## config.mk

```make
export PLATFORM = sky130hd
export DESIGN_NAME = d_mem_arbiter
export DESIGN_NICKNAME = d
export VERILOG_FILES = /design/src/rtl/d_mem_arbiter.sv
export SDC_FILE = /design/constraint.sdc
export NUM_CORES = 1
export LEC_CHECK = 0
export ABC_AREA = 0
export BUFFER_PORTS_ARGS = -buffer_cell sky130_fd_sc_hd__buf_4
export CORE_ASPECT_RATIO = 1.25
export CORE_UTILIZATION = 30
export CTS_BUF_LIST = sky130_fd_sc_hd__clkbuf_16
export CTS_CLUSTER_DIAMETER = 120
export DETAILED_ROUTE_END_ITERATION = 7
export SYNTH_ARGS = -nofsm -noshare
export SYNTH_HDL_FRONTEND = slang
export SYNTH_SLANG_ARGS = --single-unit
```

## constraint.sdc

```tcl
create_clock -name clk -period 6.3 [get_ports clk]
set_clock_uncertainty 0.05 [all_clocks]
set_input_delay 1.575 -clock clk [delete_from_list [all_inputs] [get_ports clk]]
set_output_delay 1.575 -clock clk [all_outputs]
set_load 0.05 [all_outputs]
```

## src/rtl/d_mem_arbiter.sv

```systemverilog
// Data-memory arbiter: sequences 128b refill reads and buffered word writes onto one
// memory port, with read-after-write ordering. Optional write-starvation guard: DMEM_ARB_STARVE_EN.
module d_mem_arbiter #(
    parameter int unsigned ADDR_W   = 8,
    parameter int unsigned LINE_W   = 128,
    parameter int unsigned WORD_W   = 32,
    parameter int unsigned WB_DEPTH = 4
`ifdef DMEM_ARB_STARVE_EN
    ,
    parameter int unsigned STARVE_LIMIT = 4
`endif
) (
    input  logic                          clk,
    input  logic                          reset_n,
    input  logic                          rd_req_valid,
    input  logic [ADDR_W-1:0]             rd_req_addr,
    output logic                          rd_req_ready,
    output logic                          rd_resp_valid,
    output logic [LINE_W-1:0]             rd_resp_data,
    input  logic                          wr_req_valid,
    input  logic [ADDR_W-1:0]             wr_req_addr,
    input  logic [1:0]                    wr_req_offset,
    input  logic [WORD_W-1:0]             wr_req_data,
    output logic                          wr_req_ready,
    output logic                          mem_r_req,
    output logic                          mem_w_req,
    output logic [ADDR_W-1:0]             mem_addr,
    output logic [WORD_W-1:0]             mem_wr_data,
    output logic [1:0]                    mem_blockoffset,
    input  logic                          mem_comp,
    input  logic [LINE_W-1:0]             mem_rdata,
    output logic [$clog2(WB_DEPTH+1)-1:0] wb_count,
    output logic                          busy
);

    localparam int unsigned PTR_W = $clog2(WB_DEPTH);
    localparam int unsigned CNT_W = $clog2(WB_DEPTH + 1);
    localparam logic [CNT_W-1:0] CNT_FULL = CNT_W'(WB_DEPTH);
    localparam logic [CNT_W-1:0] CNT_ONE  = CNT_W'(1);
    localparam logic [PTR_W-1:0] PTR_ONE  = PTR_W'(1);
    localparam logic [PTR_W-1:0] PTR_LAST = PTR_W'(WB_DEPTH - 1);

    typedef enum logic [1:0] {
        ST_IDLE       = 2'd0,
        ST_WRITE      = 2'd1,
        ST_READ_ISSUE = 2'd2,
        ST_READ_WAIT  = 2'd3
    } state_t;

    state_t state_q, state_d;

    logic [ADDR_W-1:0] wb_addr_q [WB_DEPTH];
    logic [1:0]        wb_off_q  [WB_DEPTH];
    logic [WORD_W-1:0] wb_data_q [WB_DEPTH];
    logic [WB_DEPTH-1:0] wb_vld_q, wb_vld_d;
    logic [PTR_W-1:0]  head_q, head_d, tail_q, tail_d;
    logic [CNT_W-1:0]  count_q, count_d;

    logic [ADDR_W-1:0] rd_addr_q, rd_addr_d;
    logic [LINE_W-1:0] resp_data_q, resp_data_d;
    logic              resp_valid_q, resp_valid_d;

    logic push_s, pop_s, wb_full_s, wb_empty_s;
    logic hit_s, hazard_s, rd_grant_s, wr_grant_s, force_wr_s;

    function automatic logic [PTR_W-1:0] ptr_inc(input logic [PTR_W-1:0] p);
        return (p == PTR_LAST) ? '0 : p + PTR_ONE;
    endfunction

    assign wb_full_s  = (count_q == CNT_FULL);
    assign wb_empty_s = (count_q == '0);
    assign push_s     = wr_req_valid & ~wb_full_s;
    assign pop_s      = (state_q == ST_WRITE);

    // Address match of the pending read against every occupied write-buffer slot
    always_comb begin
        hit_s = 1'b0;
        for (int i = 0; i < WB_DEPTH; i++) begin
            hit_s = hit_s | (wb_vld_q[i] & (wb_addr_q[i] == rd_req_addr));
        end
    end

    // A same-cycle push to the read's line counts as older than the read
    assign hazard_s = rd_req_valid & (hit_s | (push_s & (wr_req_addr == rd_req_addr)));

`ifdef DMEM_ARB_STARVE_EN
    localparam int unsigned STV_W = $clog2(STARVE_LIMIT + 1);
    localparam logic [STV_W-1:0] STV_MAX = STV_W'(STARVE_LIMIT);
    localparam logic [STV_W-1:0] STV_ONE = STV_W'(1);

    logic [STV_W-1:0] starve_q, starve_d;

    assign force_wr_s = (starve_q == STV_MAX) & ~wb_empty_s;

    // Consecutive read grants taken while writes are waiting
    always_comb begin
        if (wr_grant_s || wb_empty_s) begin
            starve_d = '0;
        end else if (rd_grant_s && (starve_q != STV_MAX)) begin
            starve_d = starve_q + STV_ONE;
        end else begin
            starve_d = starve_q;
        end
    end

    // Starvation counter register
    always_ff @(posedge clk) begin
        if (!reset_n) begin
            starve_q <= '0;
        end else begin
            starve_q <= starve_d;
        end
    end
`else
    assign force_wr_s = 1'b0;
`endif

    // FSM state register
    always_ff @(posedge clk) begin
        if (!reset_n) begin
            state_q <= ST_IDLE;
        end else begin
            state_q <= state_d;
        end
    end

    // FSM next state and arbitration grants
    always_comb begin
        state_d    = state_q;
        rd_grant_s = 1'b0;
        wr_grant_s = 1'b0;
        case (state_q)
            ST_IDLE: begin
                if (force_wr_s) begin
                    wr_grant_s = 1'b1;
                    state_d    = ST_WRITE;
                end else if (rd_req_valid && !hazard_s) begin
                    rd_grant_s = 1'b1;
                    state_d    = ST_READ_ISSUE;
                end else if (hazard_s || !wb_empty_s) begin
                    wr_grant_s = 1'b1;
                    state_d    = ST_WRITE;
                end else begin
                    state_d = ST_IDLE;
                end
            end
            ST_WRITE:      state_d = ST_IDLE;
            ST_READ_ISSUE: state_d = ST_READ_WAIT;
            ST_READ_WAIT: begin
                if (mem_comp) begin
                    state_d = ST_IDLE;
                end else begin
                    state_d = ST_READ_WAIT;
                end
            end
            default:       state_d = ST_IDLE;
        endcase
    end

    // FSM memory-port outputs; everything idles at zero outside WRITE/READ_ISSUE
    always_comb begin
        mem_r_req       = 1'b0;
        mem_w_req       = 1'b0;
        mem_addr        = '0;
        mem_wr_data     = '0;
        mem_blockoffset = 2'd0;
        case (state_q)
            ST_WRITE: begin
                mem_w_req       = 1'b1;
                mem_addr        = wb_addr_q[head_q];
                mem_wr_data     = wb_data_q[head_q];
                mem_blockoffset = wb_off_q[head_q];
            end
            ST_READ_ISSUE: begin
                mem_r_req = 1'b1;
                mem_addr  = rd_addr_q;
            end
            default: begin
                mem_r_req = 1'b0;
                mem_w_req = 1'b0;
            end
        endcase
    end

    // Write-buffer pointer, occupancy and valid-bit next state
    always_comb begin
        head_d   = head_q;
        tail_d   = tail_q;
        wb_vld_d = wb_vld_q;
        if (pop_s) begin
            head_d           = ptr_inc(head_q);
            wb_vld_d[head_q] = 1'b0;
        end else begin
            head_d = head_q;
        end
        if (push_s) begin
            tail_d           = ptr_inc(tail_q);
            wb_vld_d[tail_q] = 1'b1;
        end else begin
            tail_d = tail_q;
        end
        case ({push_s, pop_s})
            2'b10:   count_d = count_q + CNT_ONE;
            2'b01:   count_d = count_q - CNT_ONE;
            default: count_d = count_q;
        endcase
    end

    // Write-buffer storage; reset discards pending writes
    always_ff @(posedge clk) begin
        if (!reset_n) begin
            head_q   <= '0;
            tail_q   <= '0;
            count_q  <= '0;
            wb_vld_q <= '0;
            for (int i = 0; i < WB_DEPTH; i++) begin
                wb_addr_q[i] <= '0;
                wb_off_q[i]  <= 2'd0;
                wb_data_q[i] <= '0;
            end
        end else begin
            head_q   <= head_d;
            tail_q   <= tail_d;
            count_q  <= count_d;
            wb_vld_q <= wb_vld_d;
            if (push_s) begin
                wb_addr_q[tail_q] <= wr_req_addr;
                wb_off_q[tail_q]  <= wr_req_offset;
                wb_data_q[tail_q] <= wr_req_data;
            end
        end
    end

    // Read address latch and refill response next state
    always_comb begin
        rd_addr_d    = rd_grant_s ? rd_req_addr : rd_addr_q;
        resp_valid_d = (state_q == ST_READ_WAIT) & mem_comp;
        if ((state_q == ST_READ_WAIT) && mem_comp) begin
            resp_data_d = mem_rdata;
        end else begin
            resp_data_d = resp_data_q;
        end
    end

    // Read-path registers; reset kills any in-flight response
    always_ff @(posedge clk) begin
        if (!reset_n) begin
            rd_addr_q    <= '0;
            resp_data_q  <= '0;
            resp_valid_q <= 1'b0;
        end else begin
            rd_addr_q    <= rd_addr_d;
            resp_data_q  <= resp_data_d;
            resp_valid_q <= resp_valid_d;
        end
    end

    assign rd_req_ready  = rd_grant_s;
    assign wr_req_ready  = ~wb_full_s;
    assign rd_resp_valid = resp_valid_q;
    assign rd_resp_data  = resp_data_q;
    assign wb_count      = count_q;
    assign busy          = (state_q != ST_IDLE) | ~wb_empty_s;

endmodule

```

==> results.json <==
{
  "grt_first_pass_wirelength_mm": 62.5,
  "finalHoldViolCount": 0,
  "worst_slew_pin_slew_ns": 1.06,
  "drtIter0Drc": 506,
  "top_level_ports": 362,
  "hold_class": "reg -> reg",
  "core_area_um2": 45400,
  "max-slew-margin-rel_pct": 29.1,
  "die_w_um": 195,
  "half_perimeter_wire_length_after_placement_mm": 27.7,
  "met2_track_utilization_from_global_routing_pct": 29.8,
  "clockBufferDepth": 3,
  "cts_setup_buffers": 0,
  "die_area_um2": 47200,
  "layout_worst_path_cycle_share_pct": 75.2,
  "yosys.area.top_type": "edfxtp_1",
  "finalWeightedCongestion": 0.827,
  "initial_utilization_pct": 30.6,
  "seq_area_frac_synth_pct": 58.2,
  "crit_path_start_kind": "input pin",
  "drv.max_cap_violation_count": 0,
  "cts_tree": "yes",
  "cp_capture_type": "output port",
  "num_rows": 87,
  "maximum_number_of_pins_on_one_net_before_global_route_repair": 115,
  "final_nets": 1736,
  "grt_remaining_overflow": 0,
  "syn-instance-count": 1219,
  "synth.top_cell.area_share_pct": 36.3,
  "routed_via_density": 4.72,
  "timing.setup.tns_ns": 0,
  "worstSkewPairLatency_ns": 0.54,
  "clock-root-buffer": "clkbuf_16",
  "syn_area_um2": 13900,
  "cts.reportedPaths.clkPinSlew_ns": 0.06,
  "top_usage_layer": "met2",
  "htree_levels": 2,
  "fmax_mhz": 211,
  "grt_setup_unrepaired": "no",
  "synth_seq_cells": 320,
  "timing_max_transition_violations_final": 0,
  "postCtsHoldBufs": 0,
  "globalRouteTotalUtil_pct": 17.3,
  "netlist-cell-type-count": 40,
  "dpl.cell_count": 2078,
  "count_of_tritonroute_iterations_in_the_first_routing_pass": 5,
  "numCtsBuffers": 36,
  "tritoncts_num_sinks": 320,
  "postSynthNetCount": 1417,
  "minimum_clock_period_ns": 4.74,
  "routed_via_count": 10100,
  "global_route.usage.met1_pct": 20.4,
  "drt_wl_total_mm": 41.4,
  "synth_area_leaders": "edfxtp_1 (36%), dfxtp_1 (22%), nand2_1 (7.7%)",
  "layout-area-overhead-vs-synth_pct": 31.1,
  "finalNonFillerCells": 2142,
  "antenna_violations_before_repair": 1,
  "post_drt_antenna_nets": 0,
  "first_global_vias": 10471,
  "mostFrequentLayoutCell": "buf_4",
  "wire_per_inst_um": 19.3,
  "count_of_cells_resized_by_post_cts_repair": 0,
  "critPathRequiredTime_ns": 4.68,
  "post_route_cells_drive_above_1_share_pct": 30.8,
  "grtUsageMet3_pct": 5.53,
  "ys_warn_count": 0,
  "insertedDiodeCount": 0,
  "cellLeakagePower_nw": 7.20,
  "drc": 0,
  "critical_path_class": "in -> out",
  "ir_worst_vdd_v": 0.000237,
  "layout_common_cells": "buf_4 (372), nand2_1 (285), edfxtp_1 (168), and2_1 (162), dfxtp_1 (150)",
  "outcome": "finished clean",
  "synth.avg_cell_area_um2": 11.4,
  "critical_path_peak_fanout": 49,
  "power_density_nw_per_um2": 323,
  "setup_violations": 0,
  "arr_time_crit_path_ns": 3.11,
  "placement.io_buffers": 361,
  "floorplan.die.height_um": 243
}
[layout make-up]
| cell class | instances | area, um2 |
|---|---|---|
| inverter | 11 | 46.3 |
| tap | 578 | 723 |
| timing repair buffer | 373 | 2800 |
| clock inverter | 26 | 174 |
| fill | 4393 | 27200 |
| multi-input combinational | 796 | 5430 |
| clock buffer | 38 | 951 |
| sequential | 320 | 8090 |
[report_power, final]
part / switching (mW) / internal (mW)
sequential: 0.134 / 2.37
combinational: 0.842 / 0.521
clock: 0.858 / 1.17
[registers in the layout, indices dropped and copies added, names as in the netlist, named ones only]
signal / cells
rd_resp_data: 128
wb_data_q: 128
wb_addr_q: 32
rd_addr_q: 8
wb_off_q: 8
wb_vld_q: 4
wb_count: 3
head_q: 2
state_q: 2
tail_q: 2
rd_resp_valid: 1
[worst max-delay path, stage by stage]
cell and delay [ns]:
buf_4 0.08, and2_4 0.54, inv_6 0.10, nor3_2 0.27
nor4_4 0.08, and3_4 0.25, buf_4 0.21
[cell families (layout without fill, tap and decap cells)]
group | count (synthesis) | count (layout) | synth area share, %
and+or+nand+nor | 536 | 536 | 19.1
DFF | 320 | 320 | 58.2
adders and majority gates | 15 | 15 | 1.40
muxes | 51 | 51 | 7.46
xor gates and xnor gates | 42 | 42 | 2.65
AOI/OAI and AO/OA | 152 | 152 | 8.15
buffers and inverters | 103 | 448 | 3.05
[metal layers]
metal,share of wire [%],vias up
met2,49,395
li1,-,4798
met4,2.5,2
met5,0.031,-
met1,39,4838
met3,9.0,67
[worst paths after layout]
check / startpoint / to / slack, ns / cells past startpoint
worst max-delay path: wr_req_valid / rd_req_ready / 1.56 / 7
worst min-delay path: rd_addr_q[1] / rd_addr_q[1] / 0.41 / 2
worst max register to register: wb_count[2] / wb_data_q[2][19] / 3.18 / 6
worst min register to register: rd_addr_q[1] / rd_addr_q[1] / 0.41 / 2
[cells in the mapped netlist (all sizes together)]
library cell	instances
nand2	286
edfxtp	168
and2	164
dfxtp	152
a21boi	130
clkbuf	76
and3	44
mux4	42
xnor2	34
buf	16
nor2b	15
ha	14
a22oi	12
inv	11
nor3	10
mux2i	9
xor2	8
nand4	5
nand2b	3
nand3	3
a21oi	2
nor4	2
o21ai	2
o31ai	2
a31o	1
a31oi	1
a41oi	1
fa	1
nor2	1
nor3b	1
o21a	1
or3	1
or3b	1
[stage by stage]
step | utilization [%] | area [um2] | hold WS [ns] | setup WS, ns | power (mW)
finish | 40.1 | 18200 | 0.408 | 1.56 | 5.89
global route | 40.1 | 18200 | 0.421 | 1.48 | 6.15
CTS | 40.1 | 18200 | 0.409 | 1.55 | 5.98
detailed placement | 37.7 | 17100 | 0.400 | 1.55 | 3.93
global placement | 37.7 | 17100 | 0.393 | 1.55 | 3.92
floorplan | - | 13900 | 0.385 | 0.825 | 3.44
Note: power is estimated with default switching activity, not from simulation.
